==> config.mk <==
export PLATFORM = sky130hd
export DESIGN_NAME = grasspopper_arbiter_flat
export DESIGN_NICKNAME = d
export VERILOG_FILES = /design/src/rtl/grasspopper_arbiter_if.sv /design/src/rtl/grasspopper_arbiter.sv /design/src/flat_wrapper.sv
export SDC_FILE = /design/constraint.sdc
export NUM_CORES = 1
export LEC_CHECK = 0
export BUFFER_PORTS_ARGS = -buffer_cell sky130_fd_sc_hd__buf_2
export CORE_AREA = 2 2 252 254
export CTS_CLUSTER_DIAMETER = 60
export CTS_CLUSTER_SIZE = 25
export DETAILED_ROUTE_END_ITERATION = 6
export DIE_AREA = 0 0 254 256
export GPL_TIMING_DRIVEN = 0
export PLACE_DENSITY = 0.36
export RECOVER_POWER = 25
export SLEW_MARGIN = 40
export SYNTH_ARGS = -nofsm -noshare
export SYNTH_HDL_FRONTEND = slang
export SYNTH_SLANG_ARGS = --single-unit
==> constraint.sdc <==
create_clock -name clk -period 15.2 [get_ports clk]
set_clock_uncertainty 0.05 [all_clocks]
set_input_delay 4.56 -clock clk [delete_from_list [all_inputs] [get_ports clk]]
set_output_delay 4.56 -clock clk [all_outputs]
set_load 0.01 [all_outputs]
==> src/rtl/grasspopper_arbiter_if.sv <==
// ----------------------------------------------------------------------------
// grasspopper_arbiter_if
//   Bundles the requester-side handshake, the result channel and the link to
//   the shared grasspopper core into one interface.
//
//   Signals
//     req_valid  [1:0]        per-requester block request
//     req_data   [1:0][127:0] per-requester plaintext block
//     req_ready  [1:0]        one-hot accept strobe
//     resp_valid [1:0]        one-hot result-available flag
//     resp_ready [1:0]        per-requester result acceptance
//     resp_data  [127:0]      result block
//     resp_err                timeout flag qualifying resp_data
//     core_start              one-cycle start pulse to the core
//     core_din   [127:0]      block handed to the core
//     core_dout  [127:0]      core result
//     core_busy               core busy flag
//
//   Modports
//     slave  : the arbiter
//     master : requesters plus the core (the environment around the arbiter)
// ----------------------------------------------------------------------------
interface grasspopper_arbiter_if;
    logic [1:0]        req_valid;
    logic [1:0][127:0] req_data;
    logic [1:0]        req_ready;
    logic [1:0]        resp_valid;
    logic [1:0]        resp_ready;
    logic [127:0]      resp_data;
    logic              resp_err;
    logic              core_start;
    logic [127:0]      core_din;
    logic [127:0]      core_dout;
    logic              core_busy;

    modport slave (
        input  req_valid, req_data, resp_ready, core_dout, core_busy,
        output req_ready, resp_valid, resp_data, resp_err, core_start, core_din
    );

    modport master (
        output req_valid, req_data, resp_ready, core_dout, core_busy,
        input  req_ready, resp_valid, resp_data, resp_err, core_start, core_din
    );
endinterface

==> src/rtl/grasspopper_arbiter.sv <==
// ----------------------------------------------------------------------------
// grasspopper_arbiter
//   Shares one grasspopper block-cipher core between two requesters. One
//   transaction is in flight at a time: accept a block (IDLE), start the core
//   (ISSUE), wait for the core to finish (RUN), then hold the result until
//   the granted requester takes it (RESP). Ties are broken round-robin.
//
//   Ports
//     clk    sole clock, rising edge
//     reset  asynchronous, active-high; aborts any transaction in flight
//            (the core itself is not reset from here)
//     bus    grasspopper_arbiter_if.slave (request, response and core link)
//
//   Parameters
//     TIMEOUT_CYCLES  RUN cycles allowed before an abort (1..255); only
//                     acts when GP_ARB_TIMEOUT_EN is defined
//
//   Build option
//     GP_ARB_TIMEOUT_EN  adds an 8-bit RUN watchdog. On expiry the result is
//                        forced to zero and resp_err is raised with
//                        resp_valid. Without it RUN waits indefinitely and
//                        resp_err is tied low.
// ----------------------------------------------------------------------------
module grasspopper_arbiter #(
    parameter int TIMEOUT_CYCLES = 64
) (
    input  logic                 clk,
    input  logic                 reset,
    grasspopper_arbiter_if.slave bus
);

    // The watchdog counter is 8 bits wide, so the limit has to fit in it.
    if (TIMEOUT_CYCLES < 1 || TIMEOUT_CYCLES > 255) begin : g_bad_timeout
        $error("TIMEOUT_CYCLES must be in 1..255");
    end

    typedef enum logic [1:0] {
        IDLE  = 2'd0,
        ISSUE = 2'd1,
        RUN   = 2'd2,
        RESP  = 2'd3
    } state_t;

    state_t       state;
    state_t       state_nxt;

    logic         gnt;          // requester owning the current transaction
    logic         last_grant;   // requester served by the last completed handshake
    logic         pick;         // arbitration winner for this cycle
    logic         seen_busy;    // core has been seen busy during this RUN
    logic [127:0] blk;          // block latched at acceptance
    logic [127:0] resp_q;       // result held for the requester

    logic [1:0]   req_ready_c;
    logic [1:0]   resp_valid_c;
    logic         core_start_c;
    logic         accept;
    logic         complete;
    logic         handshake;
    logic         timeout;

    // Round-robin: a lone requester wins outright; on a tie the one that was
    // not served last time wins.
    always_comb begin
        // NOTE: every always_comb output gets a default first so no path
        // leaves it unassigned and a latch cannot be inferred.
        pick = 1'b0;
        unique case (bus.req_valid)
            2'b10:   pick = 1'b1;
            2'b11:   pick = ~last_grant;
            default: pick = 1'b0;
        endcase
    end

    // Completion needs a busy high-to-low sequence: a core that is still low
    // right after the start pulse has not begun yet.
    assign complete = (state == RUN) && seen_busy && !bus.core_busy;

    always_ff @(posedge clk or posedge reset) begin
        if (reset) begin
            state <= IDLE;
        end else begin
            // NOTE: sequential state uses non-blocking assignments so every
            // register samples pre-edge values regardless of block ordering.
            state <= state_nxt;
        end
    end

    always_comb begin
        state_nxt    = state;
        req_ready_c  = 2'b00;
        resp_valid_c = 2'b00;
        core_start_c = 1'b0;
        accept       = 1'b0;
        handshake    = 1'b0;
        unique case (state)
            IDLE: begin
                // Gated by reset so no accept strobe is shown while the
                // block is held in reset with requests pending.
                if (!reset && (bus.req_valid != 2'b00)) begin
                    accept            = 1'b1;
                    req_ready_c[pick] = 1'b1;
                    state_nxt         = ISSUE;
                end
            end
            ISSUE: begin
                core_start_c = 1'b1;
                state_nxt    = RUN;
            end
            RUN: begin
                if (complete || timeout) begin
                    state_nxt = RESP;
                end
            end
            RESP: begin
                resp_valid_c[gnt] = 1'b1;
                // Only the granted requester's ready bit can close the
                // transaction; the other bit is ignored.
                if (bus.resp_ready[gnt]) begin
                    handshake = 1'b1;
                    state_nxt = IDLE;
                end
            end
            default: state_nxt = IDLE;
        endcase
    end

    always_ff @(posedge clk or posedge reset) begin
        if (reset) begin
            gnt        <= 1'b0;
            last_grant <= 1'b1;        // requester 0 wins the first tie
            seen_busy  <= 1'b0;
            blk        <= '0;
            resp_q     <= '0;
        end else begin
            if (accept) begin
                gnt <= pick;
                blk <= bus.req_data[pick];
            end

            if (state == ISSUE) begin
                seen_busy <= 1'b0;
            end else if ((state == RUN) && bus.core_busy) begin
                seen_busy <= 1'b1;
            end

            if (complete) begin
                resp_q <= bus.core_dout;
            end else if (timeout) begin
                resp_q <= '0;
            end

            if (handshake) begin
                last_grant <= gnt;
            end
        end
    end

`ifdef GP_ARB_TIMEOUT_EN
    logic [7:0] run_cnt;        // RUN cycles elapsed in this transaction
    logic       err_q;

    // A genuine completion in the same cycle takes priority over the abort.
    assign timeout = (state == RUN) && !complete &&
                     (run_cnt == 8'(TIMEOUT_CYCLES - 1));

    always_ff @(posedge clk or posedge reset) begin
        if (reset) begin
            run_cnt <= '0;
            err_q   <= 1'b0;
        end else begin
            if (state == ISSUE) begin
                run_cnt <= '0;
            end else if (state == RUN) begin
                run_cnt <= run_cnt + 8'd1;
            end

            if (timeout) begin
                err_q <= 1'b1;
            end else if (handshake) begin
                err_q <= 1'b0;
            end
        end
    end

    assign bus.resp_err = err_q;
`else
    assign timeout      = 1'b0;
    assign bus.resp_err = 1'b0;
`endif

    assign bus.req_ready  = req_ready_c;
    assign bus.resp_valid = resp_valid_c;
    assign bus.resp_data  = resp_q;
    assign bus.core_start = core_start_c;
    assign bus.core_din   = blk;

endmodule

==> src/flat_wrapper.sv <==
// flat-port wrapper written by rule: the top's interface ports become plain ports
module grasspopper_arbiter_flat 
#(
    parameter int TIMEOUT_CYCLES = 64
)
  (clk, reset, bus_req_valid, bus_req_data, bus_resp_ready, bus_core_dout, bus_core_busy, bus_req_ready, bus_resp_valid, bus_resp_data, bus_resp_err, bus_core_start, bus_core_din);
  grasspopper_arbiter_if bus_i ();
  input  logic clk;
  input  logic reset;
  input wire logic [$bits(bus_i.req_valid)-1:0] bus_req_valid;
  input wire logic [$bits(bus_i.req_data)-1:0] bus_req_data;
  input wire logic [$bits(bus_i.resp_ready)-1:0] bus_resp_ready;
  input wire logic [$bits(bus_i.core_dout)-1:0] bus_core_dout;
  input wire logic [$bits(bus_i.core_busy)-1:0] bus_core_busy;
  output wire logic [$bits(bus_i.req_ready)-1:0] bus_req_ready;
  output wire logic [$bits(bus_i.resp_valid)-1:0] bus_resp_valid;
  output wire logic [$bits(bus_i.resp_data)-1:0] bus_resp_data;
  output wire logic [$bits(bus_i.resp_err)-1:0] bus_resp_err;
  output wire logic [$bits(bus_i.core_start)-1:0] bus_core_start;
  output wire logic [$bits(bus_i.core_din)-1:0] bus_core_din;
  assign bus_i.req_valid = bus_req_valid;
  assign bus_i.req_data = bus_req_data;
  assign bus_i.resp_ready = bus_resp_ready;
  assign bus_i.core_dout = bus_core_dout;
  assign bus_i.core_busy = bus_core_busy;
  assign bus_req_ready = bus_i.req_ready;
  assign bus_resp_valid = bus_i.resp_valid;
  assign bus_resp_data = bus_i.resp_data;
  assign bus_resp_err = bus_i.resp_err;
  assign bus_core_start = bus_i.core_start;
  assign bus_core_din = bus_i.core_din;
  grasspopper_arbiter #(.TIMEOUT_CYCLES(TIMEOUT_CYCLES)) u_core (.clk(clk), .reset(reset), .bus(bus_i));
endmodule
==> results.txt, run 1 <==
----------------------------------------------------
[Outcome]
  Status ... complete, but fails checks
  Violated checks ... capacitance limit, slew limit

[Synthesis]
  Number of warnings reported in the yosys synthesis log ... 0
  Post-synth top area cell ... sky130_fd_sc_hd__dfrtp_1
  Synthesized netlist net count ... 1,144
  Number of standard cells after synthesis ... 749
  Total of flip-flops plus latches after synthesis ... 261
  Number of distinct standard cells referenced by the synthesized netlist ... 28
  Share of the synthesized area in the top cell type ... 60.1%
  Cell types with the largest area share after synthesis ... sky130_fd_sc_hd__dfrtp_1, sky130_fd_sc_hd__mux2_2, sky130_fd_sc_hd__a221o_1
  Synth Area per Inst ... 14.5 um2
  Synth Cell Area ... 10,800 um2
  Sequential-to-total area share from yosys stat ... 60.3%

[Global routing]
  Via count of the first global-routing pass ... 10.5k
  Antenna violations before repair ... 22
  Wire length of the first global-routing pass ... 67,800 um
  Total routing resource utilization after global routing ... 13.9%
  Pin count of the biggest net entering global routing ... 69
  Overall overflow remaining after global route ... 0

[Detailed routing]
  First-pass iteration count of the detailed router ... 4
  Routed wire length per instance ... 20.0 um
  DRC violation count after routing ... 0
  Via density ... 4.09
  Drt total wl ... 46,500 um
  Number of vias after detailed routing ... 9,497
  1st-iter DRT viols ... 339
  Final antenna-violating net count ... 0

[Pwr]
  Portion of total power attributed to sequential cells ... 36.3%
  Portion of total power attributed to the clock network ... 24.9%
  Net Sw Frac ... 34.6%
  Net Switching ... 1.14 mW
  Peak supply drop ... 0.0962 mV
  Comb pwr share ... 38.8%
  Leakage dissipation ... 8.10 nW
  Internal power contribution ... 2.16 mW
  Power density of the placed cells ... 202 nW/um2

[Clock network]
  Clock root buffer ... sky130_fd_sc_hd__clkbuf_16
  Insertion delay of the later-clocked pin in the worst-skew pair ... 0.52 ns
  Maximum count of clock buffers along a single path ... 3
  H-tree levels ... 2
  Number of setup buffers added after CTS ... 0
  Number of buffers inserted for hold repair after clock tree synthesis ... 0
  Num Clock Sinks ... 261
  # resized after CTS ... 0
  Inserted Clock Buffers ... 34
  Clk pin slew, worst setup/hold paths ... 0.06 ns
  Clock tree from TritonCTS ... built

[Critical path]
  Category of the worst setup path launch point ... input port
  CP Class ... in2async
  Critical Path AT ... 10.64 ns
  Critical path fanouts, max ... 62
  Endpoint kind of the worst setup timing path ... asynchronous set/reset pin
  FF-to-FF setup slack ... 12.80 ns
  Required @ worst endpoint ... 15.00 ns

[Die]
  Area of the core ... 62,400 um2
  Total Die Area ... 65,000 um2
  Initial Util ... 17.4%
  Height of the chip ... 256 um
  Number of rows in the core area ... 92
  Horizontal extent of the die ... 254 um
  I/O pin cnt ... 653

[Timing]
  Worst slew margin relative to its limit ... -160%
  Hold Violations, Final ... 0
  Final worst path period share ... 71.4%
  Minimum clock period ... 10.85 ns
  Count of final max-slew check failures ... 270
  Setup slack of the critical path after layout ... 4.35 ns
  Setup repair after global routing missed its margin ... no
  Number of setup violations in the final report ... 0
  Top achievable clock speed ... 92.2 MHz
  Slew at the pin closest to its max-slew limit ... 3.90 ns

[Layout]
  Share of post-route cells with drive strength above 1 ... 60.4%
  Filler instances ... 6,735
  Final standard cell count with taps included and fillers excluded ... 2,322
  Number of nets at the end of the flow ... 1,835
  Layout Area Growth over Synthesis ... 50.8%

[Placed design]
  RD Place Congestion ... 0.841
  Placed cell count ... 2,250
  Count of buffers from port buffering ... 651
  Detailed Place HPWL ... 36,100 um
  Place WS ... 4.80 ns

[Hold path]
  Hold Crit Class ... reg2reg

[Job]
  Count of maximum capacitance violations ... 5

----------------------------------------------------
==> cells by family after synthesis <==
group / count (synthesis) / synth area share [%]
muxes: 130 / 13.5
AOI/OAI and AO/OA: 263 / 21.1
other: 1 / 0.0346
and+or+nand+nor: 15 / 0.785
DFF: 261 / 60.3
buffers and inverters: 75 / 3.80
adders and majority gates: 4 / 0.462
==> cells in the mapped netlist <==
library cell,n
sky130_fd_sc_hd__nand2_1,3
sky130_fd_sc_hd__buf_6,11
sky130_fd_sc_hd__o21bai_1,1
sky130_fd_sc_hd__buf_4,2
sky130_fd_sc_hd__nor2_1,4
sky130_fd_sc_hd__or2_2,1
sky130_fd_sc_hd__a222oi_1,1
sky130_fd_sc_hd__dfrtp_1,260
sky130_fd_sc_hd__a221o_1,128
sky130_fd_sc_hd__mux2i_1,1
sky130_fd_sc_hd__nand3b_1,1
sky130_fd_sc_hd__conb_1,1
sky130_fd_sc_hd__buf_2,31
sky130_fd_sc_hd__clkbuf_1,27
sky130_fd_sc_hd__a21boi_0,118
sky130_fd_sc_hd__a21oi_1,4
sky130_fd_sc_hd__nor2b_4,1
sky130_fd_sc_hd__mux2_2,129
sky130_fd_sc_hd__clkbuf_2,1
sky130_fd_sc_hd__inv_1,3
sky130_fd_sc_hd__ha_1,4
sky130_fd_sc_hd__and3_1,2
sky130_fd_sc_hd__nor2b_1,1
sky130_fd_sc_hd__dfstp_2,1
sky130_fd_sc_hd__a21boi_1,10
sky130_fd_sc_hd__a2bb2oi_1,1
sky130_fd_sc_hd__and2_1,1
sky130_fd_sc_hd__nand2b_1,1
==> through the flow <==
stage	util [%]	instance area, um2	TNS, ns	power (mW)	hold slack, ns
2_1_floorplan	-	10800	0	1.90	0.413
3_3_place_gp	24.3	15200	-227.19	2.52	0.431
3_5_place_dp	24.5	15300	0	2.52	0.435
4_1_cts	26.3	16400	0	3.38	0.447
5_1_grt	26.2	16300	0	3.53	0.460
6_report	26.2	16300	0	3.31	0.443
==> final timing paths <==
| check | start | to | cells after the start |
|---|---|---|---|
| worst min register to register | u_core.seen_busy | u_core.seen_busy | 2 |
| max in group clk | reset | bus_req_ready[1] | 5 |
| min in group asynchronous | reset | u_core.bus.core_din[88] | 2 |
| worst max-delay path | reset | u_core.bus.core_din[24] | 4 |
| worst min-delay path | u_core.seen_busy | u_core.seen_busy | 2 |
| worst max register to register | u_core.state[0] | u_core.bus.resp_data[63] | 6 |
==> power groups by stage <==
stage / clock network (mW) / registers (mW) / logic [mW]
2_1_floorplan: 0 / 1.35 / 0.550
3_3_place_gp: 0 / 1.21 / 1.31
3_5_place_dp: 0 / 1.21 / 1.32
4_1_cts: 0.857 / 1.20 / 1.32
5_1_grt: 0.878 / 1.25 / 1.41
6_report: 0.822 / 1.20 / 1.28
==> cell usage in the layout, fill, tap and decap left out, drive strengths merged, types with 2 or more instances in the layout <==
cell      count
buf         693
dfrtp       260
mux2        129
a221o       128
a21boi      128
clkbuf       82
diode        13
clkinv        7
a21oi         4
nor2          4
ha            4
inv           4
nand2         3
and3          2
nor2b         2
clkinvlp      2
==> sequential cells by signal (all words and copies together) (netlist names) <==
name	flops
u_core.last_grant	1
u_core.seen_busy	1
u_core.state	2
u_core.gnt	1
u_core.bus.resp_data	128
u_core.bus.core_din	128
==> layer usage <==
metal  GRT usage, %  up-vias  routed length (um)  part of all wire (%)
met5              0        -                 105                  0.23
met4           5.39       16                1410                   3.0
met3           5.06       82                4250                   9.1
met2           24.8      432               23500                    51
met1           14.7     4676               17200                    37
li1               -     4291                   -                     -
==> critical path: stages <==
cell and delay (ns):
sky130_fd_sc_hd__clkbuf_1 0.13, sky130_fd_sc_hd__clkinvlp_2 0.90, sky130_fd_sc_hd__clkbuf_1 2.37, sky130_fd_sc_hd__clkbuf_1 2.56
==> final cells by class <==
type / instances / area [um2] / area share [%]
inverters: 3 / 12.5 / 0.0766
plain buffers: 72 / 403 / 2.47
multi-input cells: 413 / 3890 / 23.8
flip-flops and latches: 261 / 6530 / 40.0
well taps: 846 / 1060 / 6.48
clock inverters: 11 / 115 / 0.704
repair buffers: 655 / 3270 / 20.0
diodes: 13 / 32.5 / 0.199
clock buffers: 48 / 1030 / 6.29
(Power assumes the default switching activity.)
==> run 2, diff against run 1 <==
- ABC_AREA: unset -> 1
- CORE_AREA: 2 2 252 254 -> 2 2 255 257
- DIE_AREA: 0 0 254 256 -> 0 0 257 259
- PLACE_DENSITY: 0.36 -> 0.38
- clock period: 15.2 -> 8.81 ns (I/O delays scaled with it)
==> run 2 against run 1 <==
Net effect:
- the flow now finishes without violations
- first-iteration DRC count is 91% higher
- wire length grew 17%
- register-to-register slack got worse by 6.1 ns
- via count rose by 32%
==> results.txt, run 2 <==
----------------------------------------------------
[Layout]
  Layout Area Growth over Synthesis ... 48.0%
  Highest-count cells in the layout ignoring fill and taps ... sky130_fd_sc_hd__nand2_1, sky130_fd_sc_hd__buf_2, sky130_fd_sc_hd__dfrtp_1
  Share of post-route cells with drive strength above 1 ... 35.1% (-25 points)
  Filler instances ... 7,181 (+6.6%)
  Register Area ... 6530 um2 (unchanged)
  Core occupancy in the finished layout ... 27.2% (+1.0 points)
  Most common cell after layout, fill and taps aside ... sky130_fd_sc_hd__nand2_1
  Number of nets at the end of the flow ... 2,644 (+44%)
  Area used by multi-input combinational logic ... 4670 um2 (+20%)
  Final non-filler cell area ... 17,400 um2 (+6.5%)
  Final standard cell count with taps included and fillers excluded ... 3,138 (+35%)

[Detailed routing]
  DRC violation count after routing ... 0 (unchanged)
  Final antenna-violating net count ... 0 (unchanged)
  Routed wire length per instance ... 17.4 um (-13%)
  1st-iter DRT viols ... 647 (+91%)
  Via density ... 3.99 (-2.5%)
  Number of vias after detailed routing ... 12.5k (+32%)
  Drt total wl ... 54,500 um (+17%)
  First-pass iteration count of the detailed router ... 5 (+1)

[Timing]
  Slew at the pin closest to its max-slew limit ... 0.627 ns (-3.28 ns)
  Setup repair after global routing missed its margin ... no
  Hold Violations, Final ... 0 (unchanged)
  Count of final max-slew check failures ... 0 (-100%)
  Number of setup violations in the final report ... 0 (unchanged)
  Top achievable clock speed ... 141 MHz
  Minimum clock period ... 7.07 ns
  Final worst path period share ... 80.2%
  Worst slew margin relative to its limit ... 58.2% (+220 points)
  Setup slack of the critical path after layout ... 1.74 ns (-2.61 ns)

[Global routing]
  Total routing resource utilization after global routing ... 15.8% (+1.9 points)
  Overall overflow remaining after global route ... 0 (unchanged)
  Wire length of the first global-routing pass ... 80,500 um (+19%)
  Pin count of the biggest net entering global routing ... 101 (+46%)
  Antenna violations before repair ... 15 (-32%)
  Via count of the first global-routing pass ... 13.0k (+25%)

[Critical path]
  Highest cell delay on the worst timing path ... 0.48 ns (-2.08 ns)
  Required @ worst endpoint ... 6.12 ns (-8.88 ns)
  CP Class ... in2out
  Critical path fanouts, max ... 80 (+29%)
  CP cell instances ... clkbuf_1, inv_16, o21ai_2, nor2_4, buf_1, nand2_1, inv_1, buf_2
  Critical Path AT ... 4.37 ns (-6.27 ns)
  Register-to-Register Path Depth ... 8 (+2)
  Category of the worst setup path launch point ... input port
  Standard cell with the maximum stage delay on the critical path ... sky130_fd_sc_hd__buf_1
  Endpoint kind of the worst setup timing path ... output port

[Die]
  Number of rows in the core area ... 93 (+1.1%)
  Area of the core ... 63,900 um2 (+2.4%)
  I/O pin cnt ... 653 (unchanged)
  Horizontal extent of the die ... 257 um (+1.2%)
  Initial Util ... 18.4% (+1.0 points)
  Total Die Area ... 66,600 um2 (+2.4%)
  Height of the chip ... 259 um (+1.2%)

[Placed design]
  Detailed Place HPWL ... 43,400 um (+20%)
  Count of buffers from port buffering ... 651 (unchanged)
  RD Place Congestion ... 0.926 (+10%)
  Place WS ... 1.72 ns (-3.07 ns)
  Placed cell count ... 3,065 (+36%)
  Dpl cell area ... 16,200 um2 (+5.8%)

[Job]
  Count of maximum capacitance violations ... 0 (-5)

[Hold path]
  Hold Crit Class ... reg2reg
  Min-Delay Path Depth ... 2 (unchanged)

[Synthesis]
  Synth Area per Inst ... 7.55 um2 (-48%)
  Most used standard cell by instance count after synthesis ... sky130_fd_sc_hd__nand2_1
  Share of the synthesized area in the top cell type ... 55.3% (-4.7 points)
  Most frequently used flop master after synthesis ... sky130_fd_sc_hd__dfrtp_1
  Post-synth top area cell ... sky130_fd_sc_hd__dfrtp_1
  Synthesized netlist net count ... 1,952 (+71%)
  Total of flip-flops plus latches after synthesis ... 261 (unchanged)
  Number of distinct standard cells referenced by the synthesized netlist ... 19 (-32%)
  Share of async-settable or async-resettable flops after synthesis ... 100% (unchanged)
  Synth Cell Area ... 11,800 um2 (+8.5%)
  Sequential-to-total area share from yosys stat ... 55.6% (-4.7 points)
  Number of warnings reported in the yosys synthesis log ... 0 (unchanged)
  Most frequent cells after synthesis ... sky130_fd_sc_hd__nand2_1, sky130_fd_sc_hd__dfrtp_1, sky130_fd_sc_hd__nand3_1, sky130_fd_sc_hd__buf_2
  Cell types with the largest area share after synthesis ... sky130_fd_sc_hd__dfrtp_1, sky130_fd_sc_hd__nand2_1, sky130_fd_sc_hd__nand3_1
  Number of standard cells after synthesis ... 1,557 (+110%)
  Number of enable-type register cells in the synthesized netlist ... 0 (unchanged)

[Clock network]
  Clock root buffer ... sky130_fd_sc_hd__clkbuf_16
  Number of buffers inserted for hold repair after clock tree synthesis ... 0 (unchanged)
  # resized after CTS ... 0 (unchanged)
  Clock tree from TritonCTS ... built
  Maximum count of clock buffers along a single path ... 3 (unchanged)
  Insertion delay of the later-clocked pin in the worst-skew pair ... 0.54 ns (+0.02 ns)
  Number of setup buffers added after CTS ... 0 (unchanged)
  Clk pin slew, worst setup/hold paths ... 0.05 ns (about the same)
  Inserted Clock Buffers ... 37 (+8.8%)
  H-tree levels ... 2 (unchanged)
  Num Clock Sinks ... 261 (unchanged)

[Pwr]
  Power Total ... 5.75 mW (+74%)
  Leakage dissipation ... 10.4 nW (+29%)
  Peak supply drop ... 0.109 mV (+13%)
  Power density of the placed cells ... 330 nW/um2 (+63%)

[Outcome]
  Status ... completed

----------------------------------------------------
==> run 2: cell types whose count changed after synthesis, sizes merged, moves of 43 or more <==
cell / before / now
nand3: 0 / 130
a221o: 128 / 0
a21boi: 128 / 0
mux2: 129 / 0
buf: 44 / 87
nand2: 3 / 1038
==> run 2: path summary, 6_finish.rpt <==
check / startpoint / to / slack [ns]
worst max register to register: u_core.state[0] / u_core.bus.core_din[111] / 6.71
worst min register to register: u_core.bus.resp_data[69] / u_core.bus.resp_data[69] / 0.41
worst max-delay path: reset / bus_req_ready[1] / 1.74
min in group asynchronous: reset / u_core.bus.core_din[92] / 2.15
max in group asynchronous: reset / u_core.bus.core_din[106] / 5.62
worst min-delay path: u_core.bus.resp_data[69] / u_core.bus.resp_data[69] / 0.41
==> run 2: metal layers <==
| metal | global-route usage, % | wire length, um |
|---|---|---|
| met4 | 6.19 | 1770 |
| met1 | 19.3 | 22900 |
| met2 | 27.3 | 26700 |
| met3 | 3.13 | 3010 |
| met5 | 0 | 27 |
==> run 2: critical path, delay by kind of cell <==
kind	cells	cell delay, ns
compound gates	1	0.14
buf+inv	5	1.22
simple gates	2	0.35
==> run 2: cell type report <==
| class | count | area share [%] |
|---|---|---|
| Timing Repair Buffer | 653 | 19.0 |
| Sequential cell | 261 | 37.5 |
| Multi-Input combinational cell | 1185 | 26.8 |
| Tap cell | 855 | 6.15 |
| Clock buffer | 45 | 5.67 |
| Antenna cell | 10 | 0.144 |
| Inverter | 12 | 0.352 |
| Clock inverter | 18 | 1.37 |
| Buffer | 99 | 2.90 |
==> run 2: through the flow <==
step,setup TNS [ns],hold slack (ns)
after detailed placement,0,0.403
after global routing,0,0.433
after CTS,0,0.419
final,0,0.412
after global placement,-1.42,0.401
after floorplan,0,0.422
==> run 2: cells by family after synthesis <==
group | synth area share, %
buf+inv | 4.68
flops | 55.6
simple gates | 39.0
other cells | 0.0319
fa+ha+maj | 0.426
compound gates | 0.287
==> run 2: power breakdown <==
group | internal (mW) | switching, mW
Combinational | 0.783 | 1.41
Sequential | 1.73 | 0.283
Clock | 0.926 | 0.619
==> run 3, diff against run 2 <==
- ABC_AREA: 1 -> 0
- CORE_AREA: 2 2 255 257 -> 2 2 256 258
- DIE_AREA: 0 0 257 259 -> 0 0 258 260
- PLACE_DENSITY: 0.38 -> 0.36
- clock period: 8.81 -> 6.4 ns (I/O delays scaled with it)
==> run 3 against run 2 <==
Net effect:
- global-route usage fell by 2.1 points
- sequential power rose by 42%
- wire length fell by 12%
- worst setup slack got worse by 0.50 ns
- clock-buffer cell count did not move
==> results.txt, run 3 (synthesis gave the netlist of run 1 again) <==
----------------------------------------------------
[Critical path]
  Endpoint kind of the worst setup timing path ... output port
  CP Class ... in2out
  FF-to-FF setup slack ... 3.97 ns (-2.74 ns)
  Category of the worst setup path launch point ... input port
  Critical Path AT ... 3.18 ns (-1.19 ns)
  Critical path fanouts, max ... 10 (-88%)
  Required @ worst endpoint ... 4.43 ns (-1.69 ns)

[Clock network]
  Maximum count of clock buffers along a single path ... 3 (unchanged)
  Num Clock Sinks ... 261 (unchanged)
  Clk pin slew, worst setup/hold paths ... 0.07 ns (+0.02 ns)
  Number of buffers inserted for hold repair after clock tree synthesis ... 0 (unchanged)
  Number of setup buffers added after CTS ... 0 (unchanged)
  Clock tree from TritonCTS ... built
  H-tree levels ... 2 (unchanged)
  Inserted Clock Buffers ... 34 (-8.1%)
  Clock root buffer ... sky130_fd_sc_hd__clkbuf_16
  Insertion delay of the later-clocked pin in the worst-skew pair ... 0.53 ns (about the same)
  # resized after CTS ... 0 (unchanged)

[Pwr]
  Net Sw Frac ... 34.4% (-5.7 points)
  Internal power contribution ... 5.23 mW (+52%)
  Net Switching ... 2.75 mW (+19%)
  Portion of total power attributed to sequential cells ... 35.7% (+0.7 points)
  Portion of total power attributed to the clock network ... 25.8% (-1.1 points)
  Leakage dissipation ... 8.18 nW (-22%)
  Comb pwr share ... 38.4% (+0.3 points)
  Power density of the placed cells ... 482 nW/um2 (+46%)
  Peak supply drop ... 0.163 mV (+50%)

[Timing]
  Worst slew margin relative to its limit ... 9.49% (-49 points)
  Top achievable clock speed ... 194 MHz
  Hold Violations, Final ... 0 (unchanged)
  Final worst path period share ... 80.5%
  Setup repair after global routing missed its margin ... no
  Slew at the pin closest to its max-slew limit ... 1.36 ns (+0.730 ns)
  Setup total negative slack ... 0 ns (unchanged)
  Count of final max-slew check failures ... 0 (unchanged)
  Number of setup violations in the final report ... 0 (unchanged)
  Minimum clock period ... 5.15 ns

[Global routing]
  Overall overflow remaining after global route ... 0 (unchanged)
  Pin count of the biggest net entering global routing ... 24 (-76%)
  Total routing resource utilization after global routing ... 13.7% (-2.1 points)
  Via count of the first global-routing pass ... 10.4k (-20%)
  Wire length of the first global-routing pass ... 69,000 um (-14%)
  Antenna violations before repair ... 12 (-3)

[Die]
  Area of the core ... 64,100 um2 (+0.36%)
  Height of the chip ... 260 um (+0.39%)
  Horizontal extent of the die ... 258 um (+0.39%)
  Number of rows in the core area ... 93 (unchanged)
  Initial Util ... 16.9% (-1.5 points)
  Total Die Area ... 67,100 um2 (+0.78%)
  I/O pin cnt ... 653 (unchanged)

[Placed design]
  Count of buffers from port buffering ... 651 (unchanged)
  Dpl cell area ... 15,500 um2 (-4.0%)
  Detailed Place HPWL ... 38,000 um (-12%)
  RD Place Congestion ... 0.812 (-12%)

[Layout]
  Final non-filler cell area ... 16,500 um2 (-4.9%)
  Number of nets at the end of the flow ... 1,845 (-30%)
  Share of post-route cells with drive strength above 1 ... 60.4% (+25 points)
  Most common cell after layout, fill and taps aside ... sky130_fd_sc_hd__buf_2
  Highest-count cells in the layout ignoring fill and taps ... sky130_fd_sc_hd__buf_2, sky130_fd_sc_hd__dfrtp_1, sky130_fd_sc_hd__mux2_2
  Layout Area Growth over Synthesis ... 52.7%

[Outcome]
  Status ... completed

[Detailed routing]
  DRC violation count after routing ... 0 (unchanged)
  Drt total wl ... 47,700 um (-12%)
  Via density ... 4.03 (+1.2%)
  Final antenna-violating net count ... 0 (unchanged)
  First-pass iteration count of the detailed router ... 4 (-1)
  1st-iter DRT viols ... 386 (-40%)
  Routed wire length per instance ... 20.4 um (+18%)
  Number of vias after detailed routing ... 9,425 (-25%)

[Hold path]
  Hold Crit Class ... reg2reg

[Job]
  Count of maximum capacitance violations ... 0 (unchanged)

----------------------------------------------------
## run 3: power groups by stage
| stage | clock, mW | combinational (mW) | sequential (mW) |
|---|---|---|---|
| CTS | 2.14 | 3.15 | 2.86 |
| detailed placement | 0 | 3.15 | 2.86 |
| global placement | 0 | 3.12 | 2.87 |
| floorplan | 0 | 1.31 | 3.21 |
| global route | 2.22 | 3.34 | 2.95 |
| finish | 2.06 | 3.07 | 2.85 |
## run 3: area by class of cell
cell class / count / area (um2)
Fill cell: 6900 / 47600
Sequential cell: 261 / 6530
Multi-Input combinational cell: 413 / 3890
Timing Repair Buffer: 665 / 3400
Tap cell: 855 / 1070
Clock buffer: 45 / 1020
Buffer: 72 / 400
Clock inverter: 15 / 195
Antenna cell: 7 / 17.5
Inverter: 3 / 12.5
## run 3: per-layer routing
metal	GRT usage, %	part of all wire (%)	vias up
li1	-	-	4307
met1	14.7	37	4620
met2	25.1	52	423
met3	5.03	8.8	63
met4	3.98	2.2	12
met5	0	0.17	-
## run 3: per-stage QoR
| step | utilization, % | hold slack, ns | cells | setup slack (ns) | power [mW] |
|---|---|---|---|---|---|
| final | 25.8 | 0.449 | 2336 | 1.25 | 7.98 |
| after global routing | 25.8 | 0.462 | 2333 | 0.645 | 8.51 |
| after CTS | 26.1 | 0.452 | 2329 | 1.26 | 8.15 |
| after detailed placement | 24.2 | 0.437 | 2269 | 1.27 | 6.02 |
| after global placement | 23.7 | 0.433 | 2255 | -1.32 | 5.99 |
| after floorplan | - | 0.413 | 749 | 0.989 | 4.52 |
## run 3: worst paths after layout
check,from,to,depth (start not counted)
worst max-delay path,reset,bus_req_ready[0],6
worst min register to register,u_core.bus.resp_data[107],u_core.bus.resp_data[107],1
worst min-delay path,u_core.bus.resp_data[107],u_core.bus.resp_data[107],1
max in group asynchronous,reset,u_core.bus.resp_data[84],5
min in group asynchronous,reset,u_core.seen_busy,2
worst max register to register,u_core.state[0],u_core.bus.resp_data[49],6
## run 3: worst max-delay path, cell delays in order
cell and delay [ns]:
sky130_fd_sc_hd__clkbuf_1 0.13, sky130_fd_sc_hd__nor2b_4 0.18, sky130_fd_sc_hd__and3_1 0.17, sky130_fd_sc_hd__clkbuf_2 0.16
sky130_fd_sc_hd__clkbuf_1 0.41, sky130_fd_sc_hd__buf_2 0.22
